[src/rtl/core_pkg.sv]
// Shared types and helpers for the forwarding scoreboard: tag entries and
// the bypass select encoding.
package core_pkg;

    localparam int BYPASS_NONE = 0;
    // Tags store rd zero-extended to this width so one struct serves any AW up to it.
    localparam int TAG_AW = 8;

    typedef struct packed {
        logic              valid;
        logic [TAG_AW-1:0] rd;
        logic              load;
    } tag_t;

    function automatic int sel_index(input int stage, input int lane, input int lanes);
        return stage * lanes + lane + 1;
    endfunction

endpackage

[src/rtl/fwd_scoreboard_if.sv]
// Issue/bypass bundle between the ID stage and the forwarding scoreboard.
interface fwd_scoreboard_if #(
    parameter int LANES  = 2,
    parameter int STAGES = 3,
    parameter int AW     = 5
);
    localparam int SELW = $clog2(STAGES * LANES + 1);

    logic [LANES-1:0]                 iss_valid;
    logic [LANES-1:0][AW-1:0]         iss_rd;
    logic [LANES-1:0]                 iss_wen;
    logic [LANES-1:0]                 iss_load;
    logic [LANES-1:0][1:0][AW-1:0]    src_rs;
    logic [LANES-1:0][1:0]            src_ren;
    logic                             hold;
    logic                             flush;
    logic [LANES-1:0][1:0][SELW-1:0]  src_sel;
    logic                             lu_stall;
    logic [31:0]                      lu_count;

    modport master (
        output iss_valid, iss_rd, iss_wen, iss_load, src_rs, src_ren, hold, flush,
        input  src_sel, lu_stall, lu_count
    );

    modport slave (
        input  iss_valid, iss_rd, iss_wen, iss_load, src_rs, src_ren, hold, flush,
        output src_sel, lu_stall, lu_count
    );
endinterface

[src/rtl/bypass_match.sv]
// Per-source producer search over the tag pipeline; returns the youngest
// matching producer and whether it is a load still in EX.
module bypass_match
    import core_pkg::*;
#(
    parameter int LANES  = 2,
    parameter int STAGES = 3,
    parameter int AW     = 5,
    parameter int SELW   = 3
) (
    input  tag_t [STAGES-1:0][LANES-1:0] tags,
    input  logic [AW-1:0]                rs,
    input  logic                         ren,
    input  logic                         lane_valid,
    output logic [SELW-1:0]              sel,
    output logic                         load_hit
);

    logic [TAG_AW-1:0] rs_ext;
    assign rs_ext = TAG_AW'(rs);

    // Walk oldest to youngest so the last hit (lowest stage, highest lane) wins.
    always_comb begin
        sel      = SELW'(BYPASS_NONE);
        load_hit = 1'b0;
        if (lane_valid && ren && (rs_ext != '0)) begin
            for (int s = STAGES - 1; s >= 0; s--) begin
                for (int l = 0; l < LANES; l++) begin
                    if (tags[s][l].valid && (tags[s][l].rd == rs_ext)) begin
                        sel      = SELW'(sel_index(s, l, LANES));
                        load_hit = (s == 0) && tags[s][l].load;
                    end
                end
            end
        end
    end

endmodule

[src/rtl/fwd_scoreboard.sv]
// Forwarding scoreboard: tracks destination tags through EX/MEM/WB, drives
// per-source bypass selects and the load-use stall.
module fwd_scoreboard
    import core_pkg::*;
#(
    parameter int LANES  = 2,
    parameter int STAGES = 3,
    parameter int AW     = 5
) (
    input logic              clk,
    input logic              rst,
    fwd_scoreboard_if.slave  bus
);

    localparam int SELW = $clog2(STAGES * LANES + 1);

    if (LANES < 1) begin : g_bad_lanes
        $error("fwd_scoreboard: LANES must be >= 1");
    end
    if (STAGES < 2) begin : g_bad_stages
        $error("fwd_scoreboard: STAGES must be >= 2");
    end
    if (AW > TAG_AW) begin : g_bad_aw
        $error("fwd_scoreboard: AW exceeds tag rd width");
    end

    tag_t [STAGES-1:0][LANES-1:0]    tags;
    tag_t [LANES-1:0]                issue_tags;
    logic [LANES-1:0][1:0][SELW-1:0] sel;
    logic [LANES-1:0][1:0]           load_hit;
    logic                            lu_stall;
    logic [31:0]                     lu_count;

    for (genvar l = 0; l < LANES; l++) begin : g_lane
        assign issue_tags[l].valid = bus.iss_valid[l] & bus.iss_wen[l];
        assign issue_tags[l].rd    = TAG_AW'(bus.iss_rd[l]);
        assign issue_tags[l].load  = bus.iss_load[l];

        for (genvar j = 0; j < 2; j++) begin : g_src
            bypass_match #(
                .LANES  (LANES),
                .STAGES (STAGES),
                .AW     (AW),
                .SELW   (SELW)
            ) u_match (
                .tags       (tags),
                .rs         (bus.src_rs[l][j]),
                .ren        (bus.src_ren[l][j]),
                .lane_valid (bus.iss_valid[l]),
                .sel        (sel[l][j]),
                .load_hit   (load_hit[l][j])
            );
        end
    end

    assign lu_stall     = |load_hit;
    assign bus.src_sel  = sel;
    assign bus.lu_stall = lu_stall;
    assign bus.lu_count = lu_count;

    // A stalled or flushed bundle enters EX as a bubble; hold freezes everything.
    always_ff @(posedge clk) begin
        if (rst) begin
            tags     <= '0;
            lu_count <= '0;
        end else if (!bus.hold) begin
            for (int s = STAGES - 1; s > 0; s--) begin
                tags[s] <= tags[s-1];
            end
            tags[0] <= (lu_stall || bus.flush) ? '0 : issue_tags;
            if (lu_stall && (lu_count != 32'hFFFF_FFFF)) begin
                lu_count <= lu_count + 32'd1;
            end
        end
    end

endmodule

[src/flat_wrapper.sv]
// flat-port wrapper written by rule: the top's interface ports become plain ports
module fwd_scoreboard_flat import core_pkg::*;
#(
    parameter int LANES  = 2,
    parameter int STAGES = 3,
    parameter int AW     = 5
)
  (clk, rst, bus_iss_valid, bus_iss_rd, bus_iss_wen, bus_iss_load, bus_src_rs, bus_src_ren, bus_hold, bus_flush, bus_src_sel, bus_lu_stall, bus_lu_count);
  fwd_scoreboard_if #(.LANES(LANES), .STAGES(STAGES), .AW(AW)) bus_i ();
  input logic clk;
  input logic rst;
  input wire logic [$bits(bus_i.iss_valid)-1:0] bus_iss_valid;
  input wire logic [$bits(bus_i.iss_rd)-1:0] bus_iss_rd;
  input wire logic [$bits(bus_i.iss_wen)-1:0] bus_iss_wen;
  input wire logic [$bits(bus_i.iss_load)-1:0] bus_iss_load;
  input wire logic [$bits(bus_i.src_rs)-1:0] bus_src_rs;
  input wire logic [$bits(bus_i.src_ren)-1:0] bus_src_ren;
  input wire logic [$bits(bus_i.hold)-1:0] bus_hold;
  input wire logic [$bits(bus_i.flush)-1:0] bus_flush;
  output wire logic [$bits(bus_i.src_sel)-1:0] bus_src_sel;
  output wire logic [$bits(bus_i.lu_stall)-1:0] bus_lu_stall;
  output wire logic [$bits(bus_i.lu_count)-1:0] bus_lu_count;
  assign bus_i.iss_valid = bus_iss_valid;
  assign bus_i.iss_rd = bus_iss_rd;
  assign bus_i.iss_wen = bus_iss_wen;
  assign bus_i.iss_load = bus_iss_load;
  assign bus_i.src_rs = bus_src_rs;
  assign bus_i.src_ren = bus_src_ren;
  assign bus_i.hold = bus_hold;
  assign bus_i.flush = bus_flush;
  assign bus_src_sel = bus_i.src_sel;
  assign bus_lu_stall = bus_i.lu_stall;
  assign bus_lu_count = bus_i.lu_count;
  fwd_scoreboard #(.LANES(LANES), .STAGES(STAGES), .AW(AW)) u_core (.clk(clk), .rst(rst), .bus(bus_i));
endmodule
[config.mk]
export PLATFORM = sky130hd
export DESIGN_NAME = fwd_scoreboard_flat
export DESIGN_NICKNAME = d
export VERILOG_FILES = /design/src/rtl/core_pkg.sv /design/src/rtl/fwd_scoreboard_if.sv /design/src/rtl/bypass_match.sv /design/src/rtl/fwd_scoreboard.sv /design/src/flat_wrapper.sv
export SDC_FILE = /design/constraint.sdc
export NUM_CORES = 1
export LEC_CHECK = 0
export BUFFER_PORTS_ARGS = -buffer_cell sky130_fd_sc_hd__buf_2
export CAP_MARGIN = 20
export CORE_MARGIN = 2
export CORE_UTILIZATION = 56
export DETAILED_ROUTE_END_ITERATION = 7
export PLACE_DENSITY_LB_ADDON = 0.1
export SLEW_MARGIN = 40
export SYNTH_ARGS = -nofsm -noshare
export SYNTH_HDL_FRONTEND = slang
export SYNTH_HIERARCHICAL = 1
export SYNTH_SLANG_ARGS = --single-unit
[constraint.sdc]
create_clock -name clk -period 7.15 [get_ports clk]
set_input_delay 0.3575 -clock clk [delete_from_list [all_inputs] [get_ports clk]]
set_output_delay 0.3575 -clock clk [all_outputs]
set_load 0.1 [all_outputs]
==> results <==
- The worst hold slack is 0.252 ns.
- Setup slack on the worst reg-to-reg path comes out at roughly 3.6 ns.
- The overall overflow remaining after global route is 0.
- The clock skew is 0.00947 ns.
- The clock power share is 0.401.
- For this block, the via count after detailed routing is around 5000.
- The die covers slightly below 10000 µm².
- The final critical path time including I/O delays and setup is 3.51 ns.
- Adding up every negative setup slack in the final design gives 0 ns.
- Counting the fill cells in the layout gives between 700 and 800.
- The count of antenna diodes in the layout is 0.
- The die width is 99.6 µm.
- The starting density of the core is 0.581.
- The worst endpoint required time is 7.41 ns.
- The critical path class is flip-flop to flip-flop.
- Setup repair after global routing left no endpoint under its margin.
- In this run, the number of DRC markers left after iteration 0 of detailed routing was roughly 400.
- The global-route wire length before repair is 24.3 mm.
- STA classifies the critical path endpoint as a flip-flop.
- The final hold violation count came to 0.
- Synthesis produced 606 cells.
- The number of DRC violations after detailed routing is 0.
- After detailed routing, the number of vias per cell comes to 5.83.
- The area of the mapped netlist is just over 5000 µm².
- The number of clock sinks seen by CTS is 70.
- Of the available clock period, the critical path in the final layout requires 0.491.
- The number of global-route vias before repair is roughly 4600.
- The number of cells on the worst reg-to-reg path is 10.
- The net count of the finished layout is 785.
- STA classifies the critical path startpoint as a flip-flop.
- At the end of routability-driven placement, the weighted congestion stood at 1.04.
- The clock tree root buffer cell is sky130_fd_sc_hd__clkbuf_8.
- From synthesis to final layout, the design area changed by 17.6%.
- The tool flagged a number of max-cap violations equal to 0.
- The total leakage power is 0.00240 µW.
- The number of gates given a new drive strength after cts is 0.
- The clock passes through at most 2 buffers.
- The number of endpoints failing setup at the final stage is 0.
- For the pin with the worst max-slew slack, the measured transition is 0.729 ns.
- Measured against its own limit, the worst slew margin works out to 0.514.
- In this run, CTS created clock tree buffers numbering 9.
- Of the cells placed in the final design, the portion with a size suffix greater than 1 is 0.173.
- The worst hold path belongs to the class primary input to flip-flop.
- The share of total power dissipated in combinational logic is 0.125.
- The count of hold buffers inserted by post-cts repair is 0.
- The count of nets left with antenna violations once routing finished came out at 0.
- The top-level port count is 89.
- In this run the core area contains 34 standard-cell rows.
- The share of total power dissipated in sequential elements is 0.474.
- The initial antenna violation count is 0.
- The cell count of the worst hold path is 3.
- The clock reaches the later pin of the worst-skew pair after 0.34 ns.
- The TritonCTS clock tree is yes.
- The areal power density over the cells is between 100 and 150 nW/µm².
- The pin count of the biggest net entering global routing is 73.
- From bottom edge to top edge, the die measures 99.6 µm.
- The cell internal power dissipation is 645 µW.
- The biggest fanout along the worst timing path is 13.
- The endpoint identified for the worst register-to-register timing path is u_core/bus.lu_count[29]$_SDFFE_PP0P_.
- The post-DP HPWL is 11.3 mm.
- The total routing resource utilization after global routing is 0.315.
- The floorplan step defined a core boundary enclosing 8810 µm².
- The CTS clock-pin slew for the worst setup and hold paths is about 0.07 ns.
- The maximum VDD drop is ~140 µV.
- The yosys synthesis warning count is 6.
- Post-CTS timing repair inserted 0 buffers for setup.
- The worst hold path begins at bus_iss_rd[8].
- The number of port buffers is 88.
- In the final routed layout, each cell accounts on average for 18.2 µm.
- Of the total power, the share spent switching nets is 0.254.
- The worst register-to-register path begins at u_core/tags[2]$_SDFFE_PP0N_.
- Timing would allow up to around 280 MHz.
- The switching power is 219 µW.
- The number of max-slew violations in the final report came to 0.
- The worst hold path terminates at u_core/tags[14]$_SDFFE_PP0N_.
- The number of optimization iterations in the first detailed-route pass is 5.
- The CTS H-tree depth is 3.
- For this block, the routed nets add up to ~16 mm of wire.
- In this run the mean area of a mapped cell was 8.44 µm².
- The run finished with clean final reports.
- Data on the critical path arrives at its endpoint at 3.77 ns.
- Once layout is complete, the utilization of the core stands at 0.683.
## cell usage in the layout (no fill, tap or decap), types with 4 or more instances in the layout
master / n
sky130_fd_sc_hd__nand2_1: 26
sky130_fd_sc_hd__or3_1: 16
sky130_fd_sc_hd__nand3_1: 16
sky130_fd_sc_hd__xor2_1: 67
sky130_fd_sc_hd__nor4_2: 5
sky130_fd_sc_hd__nor4b_1: 17
sky130_fd_sc_hd__o21bai_1: 4
sky130_fd_sc_hd__o211ai_1: 8
sky130_fd_sc_hd__or4_1: 13
sky130_fd_sc_hd__a211oi_1: 6
sky130_fd_sc_hd__a21oi_1: 34
sky130_fd_sc_hd__and2_1: 7
sky130_fd_sc_hd__conb_1: 72
sky130_fd_sc_hd__nor3_1: 9
sky130_fd_sc_hd__nor2_1: 51
sky130_fd_sc_hd__mux2i_1: 25
sky130_fd_sc_hd__inv_1: 13
sky130_fd_sc_hd__nor4_1: 15
sky130_fd_sc_hd__nand2b_1: 5
sky130_fd_sc_hd__and3_1: 4
sky130_fd_sc_hd__nand4_1: 19
sky130_fd_sc_hd__o31ai_1: 9
sky130_fd_sc_hd__o21ai_0: 18
sky130_fd_sc_hd__buf_2: 87
sky130_fd_sc_hd__a22oi_1: 12
sky130_fd_sc_hd__xnor2_1: 56
sky130_fd_sc_hd__clkbuf_8: 10
sky130_fd_sc_hd__dfxtp_1: 70
## worst max-delay path by stage
stage	start	end	slack, ns	cells past startpoint
after global routing	u_core/tags[2]$_SDFFE_PP0N_	u_core/bus.lu_count[29]$_SDFFE_PP0P_	3.44	10
final	u_core/tags[2]$_SDFFE_PP0N_	u_core/bus.lu_count[29]$_SDFFE_PP0P_	3.64	10
after floorplan	bus_src_rs[19]	bus_src_sel[11]	3.28	6
after CTS	u_core/tags[19]$_SDFFE_PP0N_	u_core/tags[19]$_SDFFE_PP0N_	3.63	10
after global placement	bus_src_rs[2]	u_core/tags[9]$_SDFFE_PP0N_	3.74	9
after detailed placement	bus_src_rs[11]	u_core/bus.lu_count[29]$_SDFFE_PP0P_	3.61	11
## power by group through the flow
stage | registers (µW) | logic (µW) | clock network (µW)
floorplan | 411 | 85.7 | 0
global placement | 417 | 103 | 0
detailed placement | 418 | 106 | 0
CTS | 409 | 106 | 350
global route | 409 | 119 | 372
finish | 410 | 108 | 347
## worst max-delay path, cell delays in order (launching register included)
cell and delay, ns:
sky130_fd_sc_hd__dfxtp_1 0.56, sky130_fd_sc_hd__xor2_1 0.14, sky130_fd_sc_hd__nor4_2 0.28, sky130_fd_sc_hd__nand3_1 0.19, sky130_fd_sc_hd__or3b_1 0.39, sky130_fd_sc_hd__a21oi_1 0.26, sky130_fd_sc_hd__nor4_4 0.12, sky130_fd_sc_hd__nor3_1 0.45
sky130_fd_sc_hd__o2111ai_2 0.37, sky130_fd_sc_hd__or4_1 0.50, sky130_fd_sc_hd__a21oi_1 0.17
## flip-flops by register name, indices dropped and copies added, names as in the netlist
register / cells
u_core/tags: 38
u_core/bus.lu_count: 32
## layer usage
metal	global-route usage	part of all wire
met1	0.414	0.42
met2	0.534	0.49
met3	0.0471	0.069
met4	0.0959	0.022
met5	0	0
## layout make-up
cell class	count	area (µm²)	share of cell area
multi-input cells	557	3770	0.626
flip-flops and latches	70	1400	0.233
repair buffers	89	450	0.0748
clock buffers	12	145	0.0241
well taps	108	135	0.0225
clock inverters	4	70.1	0.0116
inverters	13	48.8	0.00811
## through the flow
stage               worst slack (ns)  cells  instance area, µm²  power [µW]
floorplan                       3.28    677                5380         496
global placement                3.74    837                5770         520
detailed placement              3.61    837                5770         523
CTS                             3.63    853                5990         864
global route                    3.44    853                6020         901
finish                          3.64    853                6020         864
Power figures use the tool's default switching activity.
